## src/rtl/pipe_ctl_chain.sv

```systemverilog
// pipe_ctl_chain
//   Responder side of the ID-stage control/hazard interface of a 5-stage MIPS
//   pipeline. Resolves the destination register of the decoded ID bundle and
//   carries it through the ID/EXE, EXE/MEM and MEM/WB control registers, with
//   load-use bubbles, flush (including flush deferred across a memory wait)
//   and memory-wait freeze. EXE and MEM status goes back to ID for forwarding
//   and stall detection.
//
//   Optional feature: define PIPE_PERF_EN to build the saturating stall, wait
//   and retire counters. Without it the counter ports are tied to zero.
module pipe_ctl_chain #(
  parameter int RN_W     = 5,
  parameter int LINK_REG = 31,
  parameter int PERF_W   = 32
) (
  input  logic              clock,
  input  logic              resetn,
  input  logic              d_wreg,
  input  logic              d_m2reg,
  input  logic              d_wmem,
  input  logic              d_jal,
  input  logic              d_regrt,
  input  logic [RN_W-1:0]   d_rd,
  input  logic [RN_W-1:0]   d_rt,
  input  logic              nostall,
  input  logic              flush,
  input  logic              mem_wait,
  output logic              e_wreg,
  output logic              e_m2reg,
  output logic              e_wmem,
  output logic              e_jal,
  output logic [RN_W-1:0]   e_rn,
  output logic              m_wreg,
  output logic              m_m2reg,
  output logic              m_wmem,
  output logic [RN_W-1:0]   m_rn,
  output logic              w_wreg,
  output logic              w_m2reg,
  output logic [RN_W-1:0]   w_rn,
  output logic [PERF_W-1:0] stall_cnt,
  output logic [PERF_W-1:0] wait_cnt,
  output logic [PERF_W-1:0] retire_cnt
);

  localparam logic [RN_W-1:0] LINK_RN = RN_W'(LINK_REG);

  logic            e_wreg_q, e_m2reg_q, e_wmem_q, e_jal_q, e_valid_q;
  logic            e_wreg_d, e_m2reg_d, e_wmem_d, e_jal_d, e_valid_d;
  logic [RN_W-1:0] e_rn_q, e_rn_d;
  logic            flush_pend_q, flush_pend_d;

  logic            m_wreg_q, m_m2reg_q, m_wmem_q, m_valid_q;
  logic            m_wreg_d, m_m2reg_d, m_wmem_d, m_valid_d;
  logic [RN_W-1:0] m_rn_q, m_rn_d;

  logic            w_wreg_q, w_m2reg_q;
  logic            w_wreg_d, w_m2reg_d;
  logic [RN_W-1:0] w_rn_q, w_rn_d;

  logic [RN_W-1:0] d_rn;

  // Destination of the instruction leaving ID: jal links, else rt or rd.
  always_comb begin
    if (d_jal) begin
      d_rn = LINK_RN;
    end else if (d_regrt) begin
      d_rn = d_rt;
    end else begin
      d_rn = d_rd;
    end
  end

  // EXE next state: wait freezes (and remembers a flush), then flush, then load-use bubble.
  always_comb begin
    e_wreg_d     = e_wreg_q;
    e_m2reg_d    = e_m2reg_q;
    e_wmem_d     = e_wmem_q;
    e_jal_d      = e_jal_q;
    e_rn_d       = e_rn_q;
    e_valid_d    = e_valid_q;
    flush_pend_d = flush_pend_q;
    if (mem_wait) begin
      // Several flushes during one wait collapse into a single pending bit.
      flush_pend_d = flush_pend_q | flush;
    end else if (flush || flush_pend_q || !nostall) begin
      // Bubble carries rn=0 so ID's rn!=0 qualification can never match it.
      e_wreg_d     = 1'b0;
      e_m2reg_d    = 1'b0;
      e_wmem_d     = 1'b0;
      e_jal_d      = 1'b0;
      e_rn_d       = '0;
      e_valid_d    = 1'b0;
      flush_pend_d = 1'b0;
    end else begin
      e_wreg_d     = d_wreg;
      e_m2reg_d    = d_m2reg;
      e_wmem_d     = d_wmem;
      e_jal_d      = d_jal;
      e_rn_d       = d_rn;
      e_valid_d    = 1'b1;
    end
  end

  // MEM next state: frozen while memory is busy, otherwise follows EXE.
  always_comb begin
    m_wreg_d  = m_wreg_q;
    m_m2reg_d = m_m2reg_q;
    m_wmem_d  = m_wmem_q;
    m_rn_d    = m_rn_q;
    m_valid_d = m_valid_q;
    if (!mem_wait) begin
      m_wreg_d  = e_wreg_q;
      m_m2reg_d = e_m2reg_q;
      m_wmem_d  = e_wmem_q;
      m_rn_d    = e_rn_q;
      m_valid_d = e_valid_q;
    end
  end

  // WB next state: bubble during a wait so the held MEM slot is written back only once.
  always_comb begin
    w_wreg_d  = 1'b0;
    w_m2reg_d = 1'b0;
    w_rn_d    = '0;
    if (!mem_wait) begin
      w_wreg_d  = m_wreg_q & m_valid_q;
      w_m2reg_d = m_m2reg_q;
      w_rn_d    = m_rn_q;
    end
  end

  // Pipeline control registers with synchronous active-low reset.
  always_ff @(posedge clock) begin
    if (!resetn) begin
      e_wreg_q     <= 1'b0;
      e_m2reg_q    <= 1'b0;
      e_wmem_q     <= 1'b0;
      e_jal_q      <= 1'b0;
      e_rn_q       <= '0;
      e_valid_q    <= 1'b0;
      flush_pend_q <= 1'b0;
      m_wreg_q     <= 1'b0;
      m_m2reg_q    <= 1'b0;
      m_wmem_q     <= 1'b0;
      m_rn_q       <= '0;
      m_valid_q    <= 1'b0;
      w_wreg_q     <= 1'b0;
      w_m2reg_q    <= 1'b0;
      w_rn_q       <= '0;
    end else begin
      e_wreg_q     <= e_wreg_d;
      e_m2reg_q    <= e_m2reg_d;
      e_wmem_q     <= e_wmem_d;
      e_jal_q      <= e_jal_d;
      e_rn_q       <= e_rn_d;
      e_valid_q    <= e_valid_d;
      flush_pend_q <= flush_pend_d;
      m_wreg_q     <= m_wreg_d;
      m_m2reg_q    <= m_m2reg_d;
      m_wmem_q     <= m_wmem_d;
      m_rn_q       <= m_rn_d;
      m_valid_q    <= m_valid_d;
      w_wreg_q     <= w_wreg_d;
      w_m2reg_q    <= w_m2reg_d;
      w_rn_q       <= w_rn_d;
    end
  end

  assign e_wreg  = e_wreg_q;
  assign e_m2reg = e_m2reg_q;
  assign e_wmem  = e_wmem_q;
  assign e_jal   = e_jal_q;
  assign e_rn    = e_rn_q;
  assign m_wreg  = m_wreg_q;
  assign m_m2reg = m_m2reg_q;
  assign m_wmem  = m_wmem_q;
  assign m_rn    = m_rn_q;
  assign w_wreg  = w_wreg_q;
  assign w_m2reg = w_m2reg_q;
  assign w_rn    = w_rn_q;

`ifdef PIPE_PERF_EN
  // The WB valid bit is only observable through the retire counter.
  logic              w_valid_q, w_valid_d;
  logic [PERF_W-1:0] stall_cnt_q, wait_cnt_q, retire_cnt_q;
  logic [PERF_W-1:0] stall_cnt_d, wait_cnt_d, retire_cnt_d;

  // Counter next state: saturating increments on their qualifying events.
  always_comb begin
    w_valid_d    = mem_wait ? 1'b0 : m_valid_q;
    stall_cnt_d  = stall_cnt_q;
    wait_cnt_d   = wait_cnt_q;
    retire_cnt_d = retire_cnt_q;
    if (!nostall && !mem_wait && (stall_cnt_q != '1)) begin
      stall_cnt_d = stall_cnt_q + PERF_W'(1);
    end
    if (mem_wait && (wait_cnt_q != '1)) begin
      wait_cnt_d = wait_cnt_q + PERF_W'(1);
    end
    if (w_valid_q && (retire_cnt_q != '1)) begin
      retire_cnt_d = retire_cnt_q + PERF_W'(1);
    end
  end

  // Counter registers, cleared by reset.
  always_ff @(posedge clock) begin
    if (!resetn) begin
      w_valid_q    <= 1'b0;
      stall_cnt_q  <= '0;
      wait_cnt_q   <= '0;
      retire_cnt_q <= '0;
    end else begin
      w_valid_q    <= w_valid_d;
      stall_cnt_q  <= stall_cnt_d;
      wait_cnt_q   <= wait_cnt_d;
      retire_cnt_q <= retire_cnt_d;
    end
  end

  assign stall_cnt  = stall_cnt_q;
  assign wait_cnt   = wait_cnt_q;
  assign retire_cnt = retire_cnt_q;
`else
  assign stall_cnt  = '0;
  assign wait_cnt   = '0;
  assign retire_cnt = '0;
`endif

endmodule
```

## config.mk

```make
export PLATFORM = sky130hd
export DESIGN_NAME = pipe_ctl_chain
export DESIGN_NICKNAME = d
export VERILOG_FILES = /design/src/rtl/pipe_ctl_chain.sv
export SDC_FILE = /design/constraint.sdc
export NUM_CORES = 1
export LEC_CHECK = 0
export ABC_AREA = 1
export BUFFER_PORTS_ARGS = -buffer_cell sky130_fd_sc_hd__buf_2
export CORE_ASPECT_RATIO = 1.25
export CORE_UTILIZATION = 36
export CTS_BUF_LIST = sky130_fd_sc_hd__clkbuf_2
export DETAILED_ROUTE_END_ITERATION = 10
export GPL_TIMING_DRIVEN = 0
export PLACE_DENSITY = 0.89
export REMOVE_ABC_BUFFERS = 1
export SLEW_MARGIN = 40
export SYNTH_ARGS = -nofsm -noshare
export SYNTH_HDL_FRONTEND = slang
export SYNTH_SLANG_ARGS = --single-unit
```

## constraint.sdc

```tcl
create_clock -name clock -period 0.9 [get_ports clock]
set_clock_uncertainty 0.1 [all_clocks]
set_input_delay 0.18 -clock clock [delete_from_list [all_inputs] [get_ports clock]]
set_output_delay 0.18 -clock clock [all_outputs]
set_load 0.02 [all_outputs]
```

### After elaboration in Yosys (flattened, before gate mapping)

Cells that the tools add are included.

* mux-type cells: 10
* bitwise logic cells: 3
* reductions and logical operators: 5

Operators by type and width (count)
* 5-bit 2-to-1 mux: 3
* 1-bit 2-to-1 mux: 7
* 1-bit logical OR: 2
* 2-bit nonzero test: 1
* 2-bit OR reduction: 1
* 1-bit bitwise AND: 1
* 1-bit logical NOT: 1
* 1-bit NOT: 1
* 1-bit bitwise OR: 1

* flip-flop bits (word level): 27
* bits of input ports: 20
* output and inout port bits: 120
* logic and storage cells: 33

### Depth between registers and ports, before layout

* depth in word-level cells: 4
* depth in mapped cells: 6
* mapped depth without buffers: 6

### Worst setup path before layout

OpenSTA, ideal clock, no wires.

* path kind: register to register
* start point: register flush_pend_q
* end point: register e_rn_q[0], in the netlist e_rn[0]
* setup time: 0.058 ns
* data arrival time: 0.785 ns
* required time: 0.742 ns
* path slack: -0.043 ns
* cell stages (with the launch flop): 6
* buffers on the path: 0
* clock period less this slack: 0.943 ns
* cells stage by stage: dfxtp_1 > nor2_1 > nand2_1 > nor2_4 > nand2_1 > nand2_1

* cells in the longest elaborated chain, start to end: 3

Ends and longest elaborated chain
* from (decl): line 50 `logic flush_pend_q, flush_pend_d;`
* from (signal assigned): line 157 `flush_pend_q <= flush_pend_d;`
* 1-bit logical OR (2 in series): line 85 `end else if (flush || flush_pend_q || !nostall) begin`
* 5-bit 2-to-1 mux: line 85
* to (signal assigned): line 155 `e_rn_q <= e_rn_d;`
* to (decl): line 49 `logic [RN_W-1:0] e_rn_q, e_rn_d;`

No other way between the ends.
A chain may end at the register's enable or synchronous reset.

### Final worst setup path

* start point: register e_rn_q[0], in the netlist e_rn[0]
* end point: output port e_rn[0]

RTL lines
* to (decl): line 32 `output logic [RN_W-1:0] e_rn,`

No word-level cell between the ends.

==> results.json <==
{
  "status": "complete, but fails checks",
  "violations": "setup timing",
  "root_buffer": "clkbuf_2",
  "ir_drop_v": 0.000510,
  "drive_above_1_share_pct": 38.6,
  "holdWs_ps": 12.4,
  "gp_congestion": 0.770,
  "clkLatencyLatePin_ps": 340,
  "die_h_um": 78.0,
  "cts_sinks": 27,
  "critPathBufInv": 1,
  "grt_setup_unrepaired": "true",
  "h-tree-depth": 1,
  "synthTopCellsByArea": "buf_4 (44%), dfxtp_1 (32%), nand2_1 (9.5%)",
  "antenna_found_initial": 0,
  "synth_most_common_cell": "buf_4",
  "clk_pin_slew_worst_paths_ps": 250,
  "diodes": 0,
  "die_area_um2": 4900,
  "cts_hold_buf": 3,
  "async_reset_ff_share_pct": 0,
  "cts_buffers": 3,
  "path_cells": "buf_6",
  "syn2layout_area_growth_pct": 20.5,
  "setup_tns_ps": -6510,
  "cts_tree": "built",
  "cp_data_arrival_time_ps": 880,
  "min_period_over_period_pct": 129,
  "cp.depth": 1,
  "setup_slack_ps": -261,
  "dpl.hpwl_um": 2240,
  "setup_violations": 37,
  "grt_util_met3_pct": 1.89,
  "grt_pass1_wl_um": 4620,
  "r2r_setup_slack_ps": -130,
  "synth_common_cells": "buf_4 (97), nand2_1 (42), dfxtp_1 (27)",
  "yosys_warnings": 0,
  "netlist_area_um2": 1660,
  "cpPeakStageDelay_ps": 410,
  "synth_seq_cells": 27,
  "synth_cells": 216,
  "synth_top_area_share_pct": 43.8,
  "synth_area_leader_cell": "buf_4",
  "postRouteAntennaNets": 0,
  "final_max_slew_viol_count": 0,
  "final_cells": 335,
  "worst_setup_path_start_kind": "flop",
  "r2r_end": "e_rn[1]",
  "drc_errors": 0,
  "synth.avg_cell_area_um2": 7.70,
  "overflow": 0,
  "placedCellCount": 314,
  "maxCapViolations": 0,
  "initial_utilization_pct": 37.6,
  "vias_per_cell": 3.65,
  "grt_max_degree": 16,
  "end_kind": "output pin",
  "cp_data_required_time_ps": 620,
  "grt_pass1_vias": 983,
  "synth_edf_count": 0,
  "busiest_layer": "met2",
  "leakage_nw": 1.09,
  "min_path_type": "in -> reg",
  "critical_path.max_fanout": 2,
  "yosysUniqueCellTypes": 16,
  "die_w_um": 62.8,
  "final-hold-violation-count": 0,
  "wl_um": 3290,
  "ios": 140,
  "dr.first_iter.drc_count": 15,
  "max-clock-path-buffers": 2,
  "ys_seq_area_share_pct": 32.5,
  "track_usage_pct": 12.2,
  "power_density_nw_per_um2": 1170,
  "max_freq_ghz": 0.861,
  "crit_family": "flip-flops",
  "worstReg2RegStart": "flush_pend_q",
  "routedWlPerCell_um": 9.82,
  "critPathCapture": "e_rn[0]",
  "io_buffers": 43,
  "vias": 1223,
  "use_met1_pct": 12.9,
  "cpMaxStageDelayCell": "dfxtp_2",
  "core_area_um2": 4430,
  "drt-pass1-iter-count": 4,
  "synth_ff_type": "dfxtp_1",
  "fp-row-count": 27,
  "reg2regPathDepth": 4,
  "final.min_clock_period_ps": 1160,
  "fin_nets": 298,
  "crit_type": "reg -> out",
  "startpoint": "e_rn[0]",
  "grtUsageMet2_pct": 23.6
}
## registers in the layout (all words and copies together), names as in the netlist
name / count
e_jal: 1
e_m2reg: 1
e_rn: 5
e_valid_q: 1
e_wmem: 1
e_wreg: 1
flush_pend_q: 1
m_m2reg: 1
m_rn: 5
m_valid_q: 1
m_wmem: 1
m_wreg: 1
w_m2reg: 1
w_rn: 5
w_wreg: 1
## per-layer routing
metal / vias to the layer above / part of all wire [%]
met5: - / 0
met4: 0 / 1.9
met3: 6 / 7.6
met1: 548 / 32
li1: 587 / -
met2: 82 / 58
## worst min-delay path by stage
| stage | startpoint | endpoint | slack [ps] | cells after the start |
|---|---|---|---|---|
| 6_report | flush | flush_pend_q | 10 | 3 |
| 4_1_cts | flush | flush_pend_q | -6 | 3 |
| 3_3_place_gp | d_wreg | e_wreg | 270 | 3 |
| 3_5_place_dp | d_wmem | e_wmem | 280 | 3 |
| 5_1_grt | flush | flush_pend_q | -6 | 3 |
| 2_1_floorplan | d_m2reg | e_m2reg | 180 | 2 |
## report_power, final
group	internal [mW]	switching (mW)
combinational	0.140	0.517
sequential	1.23	0.0176
clock	0.101	0.346
## placed cells by master (no fill, tap or decap)
cell and count:
inv_2 3, inv_1 13, nand2_1 38, nand3_2 8
a22o_1 1, nand4_1 1, o22ai_2 1, dlygate4sd3_1 3
buf_4 10, dfxtp_2 24, buf_6 28, conb_1 96
dfxtp_1 2, nor3_1 1, a21oi_1 1, o21ai_2 1
o21ai_1 3, o21ai_0 3, clkbuf_2 3, o22ai_1 1
clkinv_2 1, nand2_2 4, nor2_1 7, buf_2 19
nor2_4 4, dfxtp_4 1
## cell type report
cell class              count  area [um2]
flip-flops and latches     27         574
clock inverters             1        5.00
fillers                   450        2420
well taps                  58        72.6
repair buffers             60         515
clock buffers               3        15.0
inverters                  16        60.1
multi-input cells         170         762
## through the flow
step	total power [mW]	worst slack (ps)	instance area, um2	utilization (%)
3_5_place_dp	1.81	-415	1580	35.6
6_report	2.35	-261	2000	45.3
3_3_place_gp	1.81	-364	1580	35.6
2_1_floorplan	1.71	-43.5	1290	-
5_1_grt	2.47	-305	2000	45.3
4_1_cts	2.33	-262	1940	43.9
## repair_timing
item | 4_1_cts | 5_1_grt
buffers inserted | 9 | 5
endpoints found under the setup margin | 34 | 33
resized for setup | 90 | 11
hold endpoints to repair | 4 | 1
pin swaps | 8 | 9
## cells by family (layout without fill, tap and decap cells)
kind of cell	after synthesis	in the layout	share of synthesized area, %
AO/OA/AOI/OAI	11	11	3.68
buffers and inverters	114	80	47.7
flip-flops	27	27	32.5
other	1	96	0.225
AND/OR/NAND/NOR	63	63	15.9
Power figures use the tool's default switching activity.
